$ cat src/rtl/modulo_matriz_varredura.sv
// Column-multiplexed scan driver for a 5x7 LED matrix. The image is snapshotted once per frame.
// Optional anti-ghosting gap between columns: define MATRIZ_BLANK_EN.
module modulo_matriz_varredura #(
    parameter int unsigned DIV   = 1000,
    parameter int unsigned BLANK = 4
) (
    input  logic        clk,
    input  logic        clr,
    input  logic        en,
    input  logic [34:0] m_in,
    output logic [4:0]  col_n,
    output logic [6:0]  lin,
    output logic [2:0]  col_idx,
    output logic        frame_start
);

    // Out-of-range parameters are rejected when the design is elaborated.
    if ((DIV < 2) || (DIV > 65535) || (BLANK < 1) || (BLANK > 255)) begin : g_bad_param
        $error("modulo_matriz_varredura: DIV or BLANK out of range");
    end

    localparam logic [15:0] DIV_LAST = 16'(DIV - 1);

    typedef enum logic [1:0] {
        ST_IDLE  = 2'd0,
        ST_SCAN  = 2'd1
`ifdef MATRIZ_BLANK_EN
        ,
        ST_BLANK = 2'd2
`endif
    } state_t;

    state_t      state_q, state_d;
    logic [15:0] cnt_q, cnt_d;
    logic [2:0]  col_idx_q, col_idx_d;
    logic [34:0] shadow_q, shadow_d;
    logic        frame_start_q, frame_start_d;
`ifdef MATRIZ_BLANK_EN
    localparam logic [7:0] BLANK_LAST = 8'(BLANK - 1);
    logic [7:0]  blank_cnt_q, blank_cnt_d;
`endif

    // State and datapath registers; clr clears everything immediately.
    always_ff @(posedge clk or posedge clr) begin
        if (clr) begin
            state_q       <= ST_IDLE;
            cnt_q         <= 16'd0;
            col_idx_q     <= 3'd0;
            shadow_q      <= 35'd0;
            frame_start_q <= 1'b0;
`ifdef MATRIZ_BLANK_EN
            blank_cnt_q   <= 8'd0;
`endif
        end else begin
            state_q       <= state_d;
            cnt_q         <= cnt_d;
            col_idx_q     <= col_idx_d;
            shadow_q      <= shadow_d;
            frame_start_q <= frame_start_d;
`ifdef MATRIZ_BLANK_EN
            blank_cnt_q   <= blank_cnt_d;
`endif
        end
    end

    // Next-state logic: dwell counting, column advance and frame-boundary snapshot.
    always_comb begin
        state_d       = state_q;
        cnt_d         = cnt_q;
        col_idx_d     = col_idx_q;
        shadow_d      = shadow_q;
        frame_start_d = 1'b0;
`ifdef MATRIZ_BLANK_EN
        blank_cnt_d   = blank_cnt_q;
`endif
        case (state_q)
            ST_IDLE: begin
                if (en) begin
                    state_d       = ST_SCAN;
                    shadow_d      = m_in;
                    col_idx_d     = 3'd0;
                    cnt_d         = 16'd0;
                    frame_start_d = 1'b1;
                end else begin
                    state_d = ST_IDLE;
                end
            end
            ST_SCAN: begin
                if (cnt_q == DIV_LAST) begin
                    cnt_d = 16'd0;
`ifdef MATRIZ_BLANK_EN
                    // The last column only blanks when another frame follows.
                    if ((col_idx_q == 3'd4) && !en) begin
                        state_d   = ST_IDLE;
                        col_idx_d = 3'd0;
                    end else begin
                        state_d     = ST_BLANK;
                        blank_cnt_d = 8'd0;
                    end
`else
                    if (col_idx_q != 3'd4) begin
                        col_idx_d = col_idx_q + 3'd1;
                    end else if (en) begin
                        shadow_d      = m_in;
                        col_idx_d     = 3'd0;
                        frame_start_d = 1'b1;
                    end else begin
                        state_d   = ST_IDLE;
                        col_idx_d = 3'd0;
                    end
`endif
                end else begin
                    cnt_d = cnt_q + 16'd1;
                end
            end
`ifdef MATRIZ_BLANK_EN
            ST_BLANK: begin
                if (blank_cnt_q == BLANK_LAST) begin
                    state_d     = ST_SCAN;
                    blank_cnt_d = 8'd0;
                    if (col_idx_q != 3'd4) begin
                        col_idx_d = col_idx_q + 3'd1;
                    end else begin
                        shadow_d      = m_in;
                        col_idx_d     = 3'd0;
                        frame_start_d = 1'b1;
                    end
                end else begin
                    blank_cnt_d = blank_cnt_q + 8'd1;
                end
            end
`endif
            default: begin
                state_d   = ST_IDLE;
                col_idx_d = 3'd0;
                cnt_d     = 16'd0;
            end
        endcase
    end

    // Matrix drive decoded from registered state only, so m_in never reaches lin directly.
    always_comb begin
        col_n = 5'b11111;
        lin   = 7'd0;
        if (state_q == ST_SCAN) begin
            case (col_idx_q)
                3'd0: begin col_n = 5'b11110; lin = shadow_q[34:28]; end
                3'd1: begin col_n = 5'b11101; lin = shadow_q[27:21]; end
                3'd2: begin col_n = 5'b11011; lin = shadow_q[20:14]; end
                3'd3: begin col_n = 5'b10111; lin = shadow_q[13:7];  end
                3'd4: begin col_n = 5'b01111; lin = shadow_q[6:0];   end
                default: begin col_n = 5'b11111; lin = 7'd0; end
            endcase
        end else begin
            col_n = 5'b11111;
            lin   = 7'd0;
        end
    end

    assign col_idx     = col_idx_q;
    assign frame_start = frame_start_q;

endmodule

$ cat config.mk
export PLATFORM = sky130hd
export DESIGN_NAME = modulo_matriz_varredura
export DESIGN_NICKNAME = d
export VERILOG_FILES = /design/src/rtl/modulo_matriz_varredura.sv
export SDC_FILE = /design/constraint.sdc
export NUM_CORES = 1
export LEC_CHECK = 0
export BUFFER_PORTS_ARGS = -buffer_cell sky130_fd_sc_hd__buf_4
export CAP_MARGIN = 20
export CORE_MARGIN = 8
export CORE_UTILIZATION = 25
export DETAILED_ROUTE_END_ITERATION = 6
export SLEW_MARGIN = 0
export SYNTH_ARGS = -nofsm -noshare
export SYNTH_HDL_FRONTEND = slang
export SYNTH_SLANG_ARGS = --single-unit
$ cat constraint.sdc
create_clock -name clk -period 2.7 [get_ports clk]
set_input_delay 0 -clock clk [delete_from_list [all_inputs] [get_ports clk]]
set_output_delay 0 -clock clk [all_outputs]
set_load 0.1 [all_outputs]
==> out/results.ini <==
[placed_design]
port_buffers = 53
dpl.cell_count = 443
placed_area_sq_um = 3510
gp_congestion = 0.804
dpl.hpwl_microns = 5240

[sta]
min_period_ns = 2.48
clock_skew_ns = 0.00907
hold_viol = 0
setup_viol = 0
tns_ns = 0
slew_violations = 0
relSlewSlack_pct = 53.5
worst_pin_slew_ns = 0.697
clock.fmax_ghz = 0.403
fin_crit_sh_pct = 92.0
rsz0062_at_grt = no

[yosys]
synthCells = 252
synth.most_common_cell = dfrtp_1
yosys-top-cells-count = dfrtp_1 (56), mux2_4 (29), nand2_1 (23)
async_flop_share_pct = 100
postSynthNetCount = 296
yosysTopAreaCell = dfrtp_1
netlist_top_cells_area = dfrtp_1 (49%), mux2_4 (15%), o21ai_0 (3.3%), nand2_1 (3.0%), mux2_2 (2.7%)
ys.flop_type = dfrtp_1
synth-seq-cells = 56
yosysWarnings = 0
ys_types = 39
syn_area_sq_um = 2880
yosysSeqAreaShare_pct = 48.6
syn_area_per_cell_sq_um = 11.4
synth_edf_count = 0
synth_top_cell_area_share_pct = 48.6

[finish]
design_area_sq_um = 4030
finalNetCount = 388
drive_gt1_share_pct = 34.4
fin_util_pct = 35.6
syn2layout_area_growth_pct = 39.8
num-fill-cells = 1086
layout.cells.non_filler = 486
multi_input_area_sq_um = 1430
n_antenna_cell = 0
ff_latch_area_sq_um = 1400

[pwr]
total_power_mw = 1.65
p_leak_nw = 1.90
power_density_nw_per_um2 = 409
peakVddDrop_v = 0.000404
internal-power_mw = 1.34
p_sw_mw = 0.312
combPwrFrac_pct = 6.5
pwr-share-seq_pct = 50.8
power_frac_clock_pct = 42.6
switching_share_pct = 18.9

[flow_run]
drv_cap = 0

[clock_network]
clock_path_buffers = 2
clock-sinks = 56
cts_root_buf = clkbuf_16
htree_levels = 2
cts-resized-gates = 0
worstSkewPairLatency_ns = 0.29
hold_buffers = 37
clk_transition_reported_paths_ns = 0.07
cts_tree = yes
cts_buffers = 5
cts_setup_buffers = 0

[route]
drtIter0Drc = 62
postRouteAntennaNets = 0
via_count = 2292
remaining_drc_errors = 0
viasPerCell = 4.72
wl_microns = 7430
drtPass1Iterations = 5
post_drt_wl_per_cell_microns = 15.3

[floorplan]
dieArea_sq_um = 15200
pin_count = 54
core_area_sq_um = 11300
core.rowCount = 39
die_h_microns = 123
die_x_microns = 123
start_util_pct = 25.5

[grt]
antenna_found_initial = 0
grt_util_all_layers_pct = 10.2
grt-ovfl-total = 0
grt_max_degree = 57
grt_pass1_vias = 2467
grt_pass1_wl_microns = 12400

[worst_setup_path]
end_kind = flip-flop
ff2ff_setup_slack_ns = 0.22
crit_type = flip-flop to flip-flop
cp-start-kind = flip-flop
worstPathMaxFanout = 36
cp.arrival_ns = 2.65
cp.required_ns = 2.87

[outcome]
outcome = complete, no violations

[worst_hold_path]
hp-class = primary input to asynchronous set/reset pin

stage by stage:
stage	hold WS (ns)	setup WS [ns]
floorplan	0.0863	-0.283
global placement	0.233	0.268
detailed placement	0.234	0.224
CTS	0.476	0.199
global route	0.487	0.0298
finish	0.460	0.217
sequential cells by signal, indices dropped and copies added, names as in the netlist:
name / flops
frame_start: 1
col_idx: 3
state_q: 1
shadow_q: 35
cnt_q: 16
kinds of logic (layout without fill, tap and decap cells):
kind of cell | after synthesis | count (layout) | synth area share (%)
AOI/OAI and AO/OA | 64 | 64 | 14.5
xor gates and xnor gates | 2 | 2 | 0.607
adders and majority gates | 6 | 6 | 2.60
buffers and inverters | 21 | 112 | 3.60
DFF | 56 | 56 | 48.6
muxes | 38 | 38 | 18.5
and+or+nand+nor | 65 | 65 | 11.5
cell usage in the layout, fill, tap and decap left out, types with 7 or more instances in the layout:
cell type / instances
a22oi_1: 10
buf_4: 60
dfrtp_1: 55
dlygate4sd3_1: 37
inv_1: 7
mux2_2: 7
mux2_4: 29
nand2_1: 23
nor2_1: 8
o21ai_0: 19
o31ai_1: 8
worst paths after layout:
path                           start           end  cells after the start
min in group clk             m_in[2]   shadow_q[2]                      3
max in group asynchronous        clr    col_idx[2]                      4
min                              clr     cnt_q[12]                      4
max reg2reg                 cnt_q[4]  shadow_q[20]                      6
min reg2reg                cnt_q[15]     cnt_q[15]                      1
max                         cnt_q[4]  shadow_q[20]                      6
critical path, cell delays in order, from the launching register on:
cell	delay [ns]
dfrtp_1	0.43
or4_1	0.55
or4_1	0.58
o21ai_4	0.22
nand2_4	0.07
buf_12	0.19
mux2_4	0.32
cell type report:
type	count	area share (%)
timing repair buffer	98	20.9
clock buffer	5	3.10
sequential	56	34.8
multi-input combinational	175	35.3
clock inverter	1	0.745
tap	143	4.44
inverter	8	0.745
power by group through the flow:
stage | registers, mW | logic, mW | clock network (mW)
2_1_floorplan | 0.855 | 0.0140 | 0
3_3_place_gp | 0.855 | 0.0655 | 0
3_5_place_dp | 0.855 | 0.0657 | 0
4_1_cts | 0.838 | 0.109 | 0.722
5_1_grt | 0.838 | 0.118 | 0.753
6_report | 0.838 | 0.107 | 0.703
layer usage:
metal / routed length [microns] / GRT usage (%) / up-vias
met5: 0 / 0 / -
li1: - / - / 1102
met4: 56 / 1.81 / 0
met2: 3650 / 17.7 / 65
met1: 3380 / 12.4 / 1118
met3: 348 / 2.88 / 7
Power figures use the tool's default switching activity.
